==> src/rtl/hazard_if.sv <==
// Hazard unit port bundle: decode-side operand info in, stall/forward selects out.
// Optional: HAZARD_STATS_EN adds the stall_count signal.
interface hazard_if
`ifdef HAZARD_STATS_EN
  #(parameter int STALL_CNT_W = 32)
`endif
  ();
  logic [4:0] d_read_addr0;
  logic [4:0] d_read_addr1;
  logic [1:0] d_read_stage0;
  logic [1:0] d_read_stage1;
  logic [4:0] d_write_addr;
  logic [1:0] d_write_stage;
  logic       stall;
  logic [1:0] fwd_d0;
  logic [1:0] fwd_d1;
  logic [1:0] fwd_e0;
  logic [1:0] fwd_e1;
  logic [1:0] fwd_m1;
`ifdef HAZARD_STATS_EN
  logic [STALL_CNT_W-1:0] stall_count;

  modport master (
    output d_read_addr0, d_read_addr1, d_read_stage0, d_read_stage1, d_write_addr, d_write_stage,
    input  stall, fwd_d0, fwd_d1, fwd_e0, fwd_e1, fwd_m1, stall_count
  );
  modport slave (
    input  d_read_addr0, d_read_addr1, d_read_stage0, d_read_stage1, d_write_addr, d_write_stage,
    output stall, fwd_d0, fwd_d1, fwd_e0, fwd_e1, fwd_m1, stall_count
  );
`else
  modport master (
    output d_read_addr0, d_read_addr1, d_read_stage0, d_read_stage1, d_write_addr, d_write_stage,
    input  stall, fwd_d0, fwd_d1, fwd_e0, fwd_e1, fwd_m1
  );
  modport slave (
    input  d_read_addr0, d_read_addr1, d_read_stage0, d_read_stage1, d_write_addr, d_write_stage,
    output stall, fwd_d0, fwd_d1, fwd_e0, fwd_e1, fwd_m1
  );
`endif
endinterface

==> src/rtl/hazard_unit.sv <==
// Pipeline hazard unit: tracks writer reg addrs/ready stages through E/M/W, raises a
// decode stall when an operand cannot be forwarded in time, and drives forward selects.
// Optional: HAZARD_STATS_EN adds a wrapping stall-cycle counter on stall_count.
module hazard_unit #(
  parameter bit W_TO_D_FWD = 1'b1
`ifdef HAZARD_STATS_EN
  , parameter int STALL_CNT_W = 32
`endif
) (
  input logic     clk,
  input logic     reset,
  hazard_if.slave bus
);
  // Shadow copies of the in-flight instructions (addresses and ready stages only).
  logic [4:0] e_rs_reg, e_rt_reg, e_waddr_reg, m_rt_reg, m_waddr_reg, w_waddr_reg;
  logic [1:0] e_wstage_reg, m_wstage_reg;
  logic       stall;

  // A D source stalls when its youngest matching producer cannot deliver by the
  // time the value is needed; older matches are shadowed by younger ones. A W
  // producer always has its result, so a W match only shadows nothing older.
  function automatic logic src_stall(input logic [4:0] a, input logic [1:0] u,
                                     input logic [4:0] ew, input logic [1:0] es,
                                     input logic [4:0] mw, input logic [1:0] ms);
    src_stall = 1'b0;
    if (u != 2'd3 && a != 5'd0) begin
      if (a == ew)
        src_stall = ({1'b0, es} >= 3'd1 + {1'b0, u});
      else if (a == mw)
        src_stall = ({1'b0, ms} >= 3'd2 + {1'b0, u});
    end
  endfunction

  // D forward select: youngest of E/M/W; a not-yet-ready producer yields 0
  // because the stall keeps that value from being consumed.
  function automatic logic [1:0] d_sel(input logic [4:0] a,
                                       input logic [4:0] ew, input logic [1:0] es,
                                       input logic [4:0] mw, input logic [1:0] ms,
                                       input logic [4:0] ww);
    d_sel = 2'd0;
    if (a != 5'd0) begin
      if (a == ew)
        d_sel = (es < 2'd1) ? 2'd1 : 2'd0;
      else if (a == mw)
        d_sel = (ms < 2'd2) ? 2'd2 : 2'd0;
      else if (a == ww)
        d_sel = W_TO_D_FWD ? 2'd3 : 2'd0;
    end
  endfunction

  // E forward select: only M and W are older than an instruction in E.
  function automatic logic [1:0] e_sel(input logic [4:0] a,
                                       input logic [4:0] mw, input logic [1:0] ms,
                                       input logic [4:0] ww);
    e_sel = 2'd0;
    if (a != 5'd0) begin
      if (a == mw)
        e_sel = (ms < 2'd2) ? 2'd2 : 2'd0;
      else if (a == ww)
        e_sel = 2'd3;
    end
  endfunction

  // Stall and forwarding selects, combinational from tracked state and D inputs.
  always_comb begin
    stall = src_stall(bus.d_read_addr0, bus.d_read_stage0,
                      e_waddr_reg, e_wstage_reg, m_waddr_reg, m_wstage_reg)
          | src_stall(bus.d_read_addr1, bus.d_read_stage1,
                      e_waddr_reg, e_wstage_reg, m_waddr_reg, m_wstage_reg);
    bus.stall  = stall;
    bus.fwd_d0 = d_sel(bus.d_read_addr0, e_waddr_reg, e_wstage_reg,
                       m_waddr_reg, m_wstage_reg, w_waddr_reg);
    bus.fwd_d1 = d_sel(bus.d_read_addr1, e_waddr_reg, e_wstage_reg,
                       m_waddr_reg, m_wstage_reg, w_waddr_reg);
    bus.fwd_e0 = e_sel(e_rs_reg, m_waddr_reg, m_wstage_reg, w_waddr_reg);
    bus.fwd_e1 = e_sel(e_rt_reg, m_waddr_reg, m_wstage_reg, w_waddr_reg);
    bus.fwd_m1 = (m_rt_reg != 5'd0 && m_rt_reg == w_waddr_reg) ? 2'd3 : 2'd0;
  end

  // Advance the shadow pipeline; a stall turns the E entry into a bubble.
  always_ff @(posedge clk) begin
    if (reset) begin
      e_rs_reg     <= '0;
      e_rt_reg     <= '0;
      e_waddr_reg  <= '0;
      e_wstage_reg <= '0;
      m_rt_reg     <= '0;
      m_waddr_reg  <= '0;
      m_wstage_reg <= '0;
      w_waddr_reg  <= '0;
    end else begin
      w_waddr_reg  <= m_waddr_reg;
      m_rt_reg     <= e_rt_reg;
      m_waddr_reg  <= e_waddr_reg;
      m_wstage_reg <= e_wstage_reg;
      if (stall) begin
        e_rs_reg     <= '0;
        e_rt_reg     <= '0;
        e_waddr_reg  <= '0;
        e_wstage_reg <= '0;
      end else begin
        e_rs_reg     <= bus.d_read_addr0;
        e_rt_reg     <= bus.d_read_addr1;
        e_waddr_reg  <= bus.d_write_addr;
        e_wstage_reg <= bus.d_write_stage;
      end
    end
  end

`ifdef HAZARD_STATS_EN
  logic [STALL_CNT_W-1:0] stall_count_reg;

  // Count stalled cycles; wraps naturally at the counter width.
  always_ff @(posedge clk) begin
    if (reset)
      stall_count_reg <= '0;
    else if (stall)
      stall_count_reg <= stall_count_reg + 1'b1;
  end

  assign bus.stall_count = stall_count_reg;
`endif
endmodule

==> src/flat_wrapper.sv <==
// flat-port wrapper written by rule: the top's interface ports become plain ports
module hazard_unit_flat 
#(
  parameter bit W_TO_D_FWD = 1'b1

)
  (clk, reset, bus_d_read_addr0, bus_d_read_addr1, bus_d_read_stage0, bus_d_read_stage1, bus_d_write_addr, bus_d_write_stage, bus_stall, bus_fwd_d0, bus_fwd_d1, bus_fwd_e0, bus_fwd_e1, bus_fwd_m1);
  hazard_if bus_i ();
  input logic clk;
  input logic reset;
  input wire logic [$bits(bus_i.d_read_addr0)-1:0] bus_d_read_addr0;
  input wire logic [$bits(bus_i.d_read_addr1)-1:0] bus_d_read_addr1;
  input wire logic [$bits(bus_i.d_read_stage0)-1:0] bus_d_read_stage0;
  input wire logic [$bits(bus_i.d_read_stage1)-1:0] bus_d_read_stage1;
  input wire logic [$bits(bus_i.d_write_addr)-1:0] bus_d_write_addr;
  input wire logic [$bits(bus_i.d_write_stage)-1:0] bus_d_write_stage;
  output wire logic [$bits(bus_i.stall)-1:0] bus_stall;
  output wire logic [$bits(bus_i.fwd_d0)-1:0] bus_fwd_d0;
  output wire logic [$bits(bus_i.fwd_d1)-1:0] bus_fwd_d1;
  output wire logic [$bits(bus_i.fwd_e0)-1:0] bus_fwd_e0;
  output wire logic [$bits(bus_i.fwd_e1)-1:0] bus_fwd_e1;
  output wire logic [$bits(bus_i.fwd_m1)-1:0] bus_fwd_m1;
  assign bus_i.d_read_addr0 = bus_d_read_addr0;
  assign bus_i.d_read_addr1 = bus_d_read_addr1;
  assign bus_i.d_read_stage0 = bus_d_read_stage0;
  assign bus_i.d_read_stage1 = bus_d_read_stage1;
  assign bus_i.d_write_addr = bus_d_write_addr;
  assign bus_i.d_write_stage = bus_d_write_stage;
  assign bus_stall = bus_i.stall;
  assign bus_fwd_d0 = bus_i.fwd_d0;
  assign bus_fwd_d1 = bus_i.fwd_d1;
  assign bus_fwd_e0 = bus_i.fwd_e0;
  assign bus_fwd_e1 = bus_i.fwd_e1;
  assign bus_fwd_m1 = bus_i.fwd_m1;
  hazard_unit #(.W_TO_D_FWD(W_TO_D_FWD)) u_core (.clk(clk), .reset(reset), .bus(bus_i));
endmodule
==> config.mk <==
export PLATFORM = sky130hd
export DESIGN_NAME = hazard_unit_flat
export DESIGN_NICKNAME = d
export VERILOG_FILES = /design/src/rtl/hazard_if.sv /design/src/rtl/hazard_unit.sv /design/src/flat_wrapper.sv
export SDC_FILE = /design/constraint.sdc
export NUM_CORES = 1
export LEC_CHECK = 0
export ABC_AREA = 1
export CORE_MARGIN = 5
export CORE_UTILIZATION = 58
export DETAILED_ROUTE_END_ITERATION = 6
export MAX_ROUTING_LAYER = met4
export PLACE_DENSITY = 0.95
export SLEW_MARGIN = 10
export SYNTH_ARGS = -nofsm -noshare
export SYNTH_HDL_FRONTEND = slang
export SYNTH_SLANG_ARGS = --single-unit
==> constraint.sdc <==
create_clock -name clk -period 4.17 [get_ports clk]
set_input_delay 0.834 -clock clk [delete_from_list [all_inputs] [get_ports clk]]
set_output_delay 0.834 -clock clk [all_outputs]
set_load 0.1 [all_outputs]
==> results of run 1 <==
## power by group through the flow
| stage | logic [µW] | registers, µW | clock network [µW] |
|---|---|---|---|
| 2_1_floorplan | 200 | 361 | 0 |
| 3_3_place_gp | 252 | 370 | 0 |
| 3_5_place_dp | 260 | 372 | 0 |
| 4_1_cts | 263 | 365 | 251 |
| 5_1_grt | 285 | 367 | 267 |
| 6_report | 263 | 365 | 245 |
## stage by stage
stage / cell area [µm²] / hold slack [ns] / setup slack (ns) / instances
after global routing: 2580 / 0.503 / 0.494 / 388
after floorplan: 2180 / 0.437 / 0.215 / 314
after global placement: 2490 / 0.448 / 0.784 / 380
after CTS: 2580 / 0.469 / 0.589 / 388
final: 2580 / 0.471 / 0.584 / 388
after detailed placement: 2490 / 0.460 / 0.691 / 380
## layout by cell type, fill, tap and decap left out
cell / netlist / layout
a211oi_1: 2 / 2
a21oi_1: 8 / 8
and3_1: 1 / 1
buf_12: 0 / 3
buf_4: 1 / 8
clkbuf_1: 6 / 1
clkbuf_8: 1 / 6
clkdlybuf4s50_1: 0 / 22
clkinv_2: 0 / 1
dfxtp_1: 34 / 34
ha_1: 12 / 12
inv_1: 60 / 60
nand2_1: 47 / 47
nand2_2: 2 / 2
nand3_1: 9 / 9
nand3_2: 2 / 2
nand3_4: 1 / 1
nand4_1: 4 / 4
nor2_1: 57 / 57
nor2_2: 1 / 1
nor3_1: 6 / 6
nor3b_1: 2 / 2
nor4_1: 3 / 2
nor4_2: 0 / 1
o21ai_0: 5 / 5
o22ai_1: 2 / 2
or2_2: 3 / 3
xnor2_1: 25 / 25
xor2_1: 13 / 13
## layout make-up
class                   count  share of cell area
well taps                  48              0.0232
clock buffers               7              0.0334
multi-input cells         205               0.459
clock inverters             1             0.00194
repair buffers             33               0.132
inverters                  60              0.0871
flip-flops and latches     34               0.263
## path summary, 6_finish.rpt
check	slack (ns)	endpoint	startpoint	depth (start not counted)
hold reg to reg	0.47	u_core.m_wstage_reg[1]	u_core.e_wstage_reg[1]	2
setup reg to reg	2.45	u_core.e_wstage_reg[0]	u_core.e_wstage_reg[0]	9
hold / removal	0.47	u_core.m_wstage_reg[1]	u_core.e_wstage_reg[1]	2
setup / recovery	0.58	bus_stall	bus_d_read_stage1[1]	11
## logic make-up (layout without fill, tap and decap cells)
kind of cell,after synthesis,in the layout,synth area share
simple gates,138,138,0.279
fa+ha+maj,12,12,0.0691
buf+inv,75,101,0.143
xor+xnor,38,38,0.153
compound gates,17,17,0.0426
flops,34,34,0.313
## worst reg2reg max path, stage by stage (launching register included)
cell and delay (ns):
dfxtp_1 0.33, inv_1 0.08, ha_1 0.28, o21ai_0 0.17
nand2_1 0.08, nor2_1 0.17, nor2_1 0.10, nand2_2 0.10
nand3_4 0.20, nor2_1 0.15
## metal layers
layer	vias up	part of all wire	track usage
li1	990	-	-
met1	879	0.39	0.230
met2	75	0.52	0.379
met3	18	0.062	0.0469
met4	0	0.031	0.111
met5	-	0	-
==> metrics.md, run 1 <==
| Metric | Value |
|---|---|
| Top cell type's share of synthesized area | 0.313 |
| Core box area | 3630 µm² |
| Drt initial violations | between 100 and 150 |
| Critical Path Fanout Max | 4 |
| Row count | 22 |
| Yosys cell types | 28 |
| Core Util, Final | 0.711 |
| N_diodes | 0 |
| Pwr Total | 874 µW |
| Final setup vio count | 0 |
| Post-DR vias/cell | around 5.1 |
| Clk network pwr share | 0.281 |
| Main area contributors after synthesis | dfxtp_1 (31%), inv_1 (10%), xnor2_1 (10%) |
| Min-Delay Path Class | reg -> reg |
| WP data required | 3.34 ns |
| PD cells | approximately 340 nW/µm² |
| DIE HEIGHT | ~71 µm |
| Slew @ Worst Pin | 0.714 ns |
| Delay-heaviest family, CP | buffers and inverters |
| WL/cell | between 10 and 15 µm |
| DRC violations left | 0 |
| CTS Sinks | 34 |
| Post-synth ARST share | 0 |
| Final Cycle Share | 0.860 |
| WP buf/inv | 3 |
| H-tree levels | 2 |
| Largest stage delay on the critical path | 0.48 ns |
| Total grt overflow | 0 |
| Setup TNS | 0 ns |
| RSZ-0062 raised after global routing | no |
| TritonCTS clock tree | done |
| Final hold vios | 0 |
| Die span in x | just over 70 µm |
| Sequential Power Share | 0.418 |
| Layout area overhead | 19.0% |
| Combinational share of power | 0.301 |
| Mapped cell area | between 2000 and 2500 µm² |
| Outcome | completed |
| Pin count of the biggest net entering global routing | 19 |
| Syn Area/Cell | between 6 and 7 µm² |
| Hold buffers post-CTS | 0 |
| Worst Path Arrival | ~2.8 ns |
| Antenna-violating nets left | 0 |
| Initial antenna violation count | 0 |
| Leakage | 0.00128 µW |
| CP Cell Sequence | clkdlybuf4s50_1 > ha_1 > inv_1 > ha_1 > o21ai_0 > nand2_1 > nor2_1 > nor2_1 > nand2_2 > nand2_1 > buf_12 |
| IO Port Bufs | 33 |
| Area of the multi-input gates | about 1200 µm² |
| Vias | 1962 |
| Dominant synthesized flop cell | dfxtp_1 |
| Worst Setup Path Type | in -> out |
| Synth cell count leaders | inv_1 (60), nor2_1 (57), nand2_1 (47), dfxtp_1 (34), xnor2_1 (25) |
| Count leader, synth | inv_1 |
| Fillcell total | 303 |
| CTS resizes | 0 |
| CP max stage cell | clkdlybuf4s50_1 |
| Maxcap violations | 0 |
| Worst-path clk slew | 0.07 ns |
| Number of setup buffers added after CTS | 0 |
| Clock Skew | 0.00313 ns |
| Gr usage total | 0.218 |
| Switching Fraction | 0.351 |
| Ratio of cells with drive above 1 in the final layout | 0.0824 |
| Yosys warns | 0 |
| FF+latch area | 681 µm² |
| Post-Synthesis Cells | ~310 |
| Initial core utilization | 0.598 |
| Num CTS Buffers | 5 |
| Drt pass-1 iters | 5 |
| Leading area contributor after synthesis | dfxtp_1 |
| Post-route minimum period | 3.59 ns |
| Max Buffers Root-to-Sink | 2 |
| Peak supply drop | roughly 210 µV |
| Switching pwr | 306 µW |
| Routability Congestion | 0.916 |
| Max Clock Freq | between 200 and 300 MHz |
| Synth Register Bits | 34 |
| Number of global-route vias before repair | 1897 |
| Setup crit start kind | input pin |
| I/O pin count | 34 |
| P_int | approximately 570 µW |
| Net count, final | 374 |
| CP endpoint kind | primary output |
| Count of flip-flops with a built-in enable after synthesis | 0 |
| Global-route wire length before repair | approximately 8400 µm |
| Sequential fraction of the synthesis area | 0.313 |
| Syn nets | between 300 and 400 |
| Max-slew headroom | 0.522 |
| Max Transition Viols Final | 0 |
| Dpl hpwl | 3830 µm |
| Post-Route WL | ~5100 µm |
| CTS root buffer | clkbuf_8 |
| Clock latency on the worst-skew pair | approximately 0.29 ns |
| Full die area | 5070 µm² |
(Power assumes the default switching activity.)
==> run 2: changes to the inputs <==
--- a/config.mk
+++ b/config.mk
@@ -5,12 +5,12 @@
 export SDC_FILE = /design/constraint.sdc
 export NUM_CORES = 1
 export LEC_CHECK = 0
-export ABC_AREA = 1
-export CORE_MARGIN = 5
-export CORE_UTILIZATION = 58
+export ABC_AREA = 0
+export CORE_MARGIN = 4
+export CORE_UTILIZATION = 57
 export DETAILED_ROUTE_END_ITERATION = 6
 export MAX_ROUTING_LAYER = met4
-export PLACE_DENSITY = 0.95
+export PLACE_DENSITY = 0.94
 export SLEW_MARGIN = 10
 export SYNTH_ARGS = -nofsm -noshare
 export SYNTH_HDL_FRONTEND = slang
==> run 2 against run 1 <==
Compared with the run above:
- hold slack improved by 0.050 ns
- sequential power is essentially flat
- wire length shrank 13%
- largest cell class unchanged
- largest power group unchanged
==> metrics.md, run 2 <==
| Metric | Value |
|---|---|
| Core box area | approximately 3400 µm² |
| DRC violations left | 0 |
| Post-DR vias/cell | between 5 and 6 |
| Outcome | completed |
| Dominant synthesized flop cell | dfxtp_1 |
| CP dominant cell by count | ha_1 |
| Count leader, synth | xnor2_1 |
| Post-place instance area | ~2400 µm² |
| Worst-path clk slew | ~0.11 ns |
| Initial antenna violation count | 0 |
| Synth Register Bits | 34 |
| Core Util, Final | 0.735 |
| Critical Path Fanout Max | 5 |
| Hold path start | u_core.e_rt_reg[1] |
| Reg-to-reg startpoint | u_core.e_wstage_reg[0] |
| TritonCTS clock tree | done |
| Yosys warns | 0 |
| Combinational share of power | 0.314 |
| Syn Area/Cell | 9.13 µm² |
| Drt initial violations | 76 |
| Pwr Total | 819 µW |
| WP data required | 3.34 ns |
| Leading area contributor after synthesis | dfxtp_1 |
| Dpl hpwl | roughly 3500 µm |
| Net count, final | between 200 and 300 |
| Commonest non-fill, non-tap cell in the layout | xnor2_1 |
| Leakage | 0.00104 µW |
| Synth cell count leaders | xnor2_1 (38), dfxtp_1 (34), nor2b_1 (20), and2_1 (19), xor2_1 (16) |
| RSZ-0062 raised after global routing | no |
| CTS Sinks | 34 |
| Total grt overflow | 0 |
| CTS root buffer | clkbuf_4 |
| Initial core utilization | 0.607 |
| IO Port Bufs | 33 |
| Yosys cell types | 35 |
| Min Hold Slack | 0.521 ns |
| Final Cycle Share | 0.919 |
| Number of setup buffers added after CTS | 0 |
| Max Buffers Root-to-Sink | 2 |
| I/O pin count | 34 |
| WP buf/inv | 3 |
| Post-route minimum period | about 3.8 ns |
| Maxcap violations | 0 |
| Final hold vios | 0 |
| CTS resizes | 0 |
| Sequential fraction of the synthesis area | 0.329 |
| WL/cell | 14.8 µm |
| Fillcell total | approximately 240 |
| Area of the multi-input gates | 1310 µm² |
| Clock latency on the worst-skew pair | about 0.34 ns |
| Worst Setup Path Type | in -> out |
| Post-synth ARST share | 0 |
| Switching pwr | about 300 µW |
| Final setup vio count | 0 |
| Slew @ Worst Pin | around 0.77 ns |
| Global-route wire length before repair | 7310 µm |
| Max-slew headroom | 0.482 |
| Switching Fraction | 0.356 |
| Num CTS Buffers | 5 |
| Post-Synthesis Cells | around 230 |
| CP max stage cell | clkdlybuf4s50_1 |
| Largest stage delay on the critical path | around 0.48 ns |
| Setup crit start kind | input pin |
| PD cells | 326 nW/µm² |
| Peak supply drop | between 200 and 300 µV |
| Post-route cell area | 2510 µm² |
| Main area contributors after synthesis | dfxtp_1 (33%), xnor2_1 (16%), ha_1 (7.2%) |
| FF+latch area | between 600 and 700 µm² |
| Drt pass-1 iters | 4 |
| Number of global-route vias before repair | between 1500 and 2000 |
| Sequential Power Share | 0.449 |
| Commonest cells after routing, fill and taps aside | xnor2_1 (38), dfxtp_1 (34), clkdlybuf4s50_1 (22), nor2b_1 (20), and2_1 (19) |
| Max Transition Viols Final | 0 |
| Delay-heaviest family, CP | compound AO/OA/AOI/OAI gates |
| Routability Congestion | 0.864 |
| Hold buffers post-CTS | 0 |
| Gr usage total | 0.224 |
| Ratio of cells with drive above 1 in the final layout | 0.102 |
| Pin count of the biggest net entering global routing | 19 |
| Vias | between 1500 and 2000 |
| CP endpoint kind | primary output |
| Row count | 21 |
| Worst Path Arrival | approximately 3.0 ns |
| DIE HEIGHT | 68.3 µm |
| Die span in x | around 68 µm |
| Clk network pwr share | 0.236 |
| Count of flip-flops with a built-in enable after synthesis | 0 |
| CP Cell Sequence | clkdlybuf4s50_1 > ha_1 > inv_1 > ha_1 > a2111oi_0 > a211oi_1 > a22o_1 > buf_12 |
| Min-Delay Path Class | reg -> reg |
| Post-Route WL | ~4500 µm |
| Max Clock Freq | 261 MHz |
| N_diodes | 0 |
| Top cell type's share of synthesized area | 0.329 |
| Antenna-violating nets left | 0 |
| P_int | ~530 µW |
| Clock Skew | approximately 0.0071 ns |
| Full die area | 4660 µm² |
| Syn nets | approximately 260 |
| H-tree levels | 2 |
| Mapped cell area | around 2100 µm² |
| Crit. Startpoint | bus_d_read_stage1[1] |
| Setup TNS | 0 ns |
| Layout area overhead | 21.1% |
[run 2: final cells by class]
type | instances | share of cell area
Inverter | 9 | 0.0135
Tap cell | 46 | 0.0229
Clock inverter | 2 | 0.00499
Sequential cell | 34 | 0.271
Clock buffer | 6 | 0.0204
Multi-Input combinational cell | 170 | 0.521
Timing Repair Buffer | 33 | 0.146
[run 2: cell families after synthesis]
group | share of synthesized area
and+or+nand+nor | 0.229
DFF | 0.329
buffers and inverters | 0.0507
xor gates and xnor gates | 0.228
muxes | 0.00966
AOI/OAI and AO/OA | 0.0815
adders and majority gates | 0.0725
[run 2: worst paths after layout]
check | to | slack, ns | cells past startpoint
max reg2reg | u_core.e_waddr_reg[3] | 1.83 | 7
min reg2reg | u_core.m_rt_reg[1] | 0.52 | 1
max | bus_stall | 0.34 | 8
min | u_core.m_rt_reg[1] | 0.52 | 1
[run 2: per-layer routing]
layer / up-vias / global-route usage / share of wire
li1: 800 / - / -
met5: - / - / 0
met1: 755 / 0.272 / 0.45
met4: 0 / 0.0620 / 0.011
met2: 33 / 0.374 / 0.50
met3: 6 / 0.0460 / 0.040
[run 2: power groups by stage]
stage,combinational (µW),sequential [µW],clock [µW]
finish,258,368,194
CTS,259,367,198
global placement,250,374,0
detailed placement,258,375,0
floorplan,196,362,0
global route,278,370,209
[run 2: per-stage QoR]
step           setup WS (ns)  cells
6_report               0.336    300
5_1_grt               0.0829    300
3_5_place_dp           0.321    292
4_1_cts                0.328    300
2_1_floorplan         0.0563    227
3_3_place_gp           0.449    292
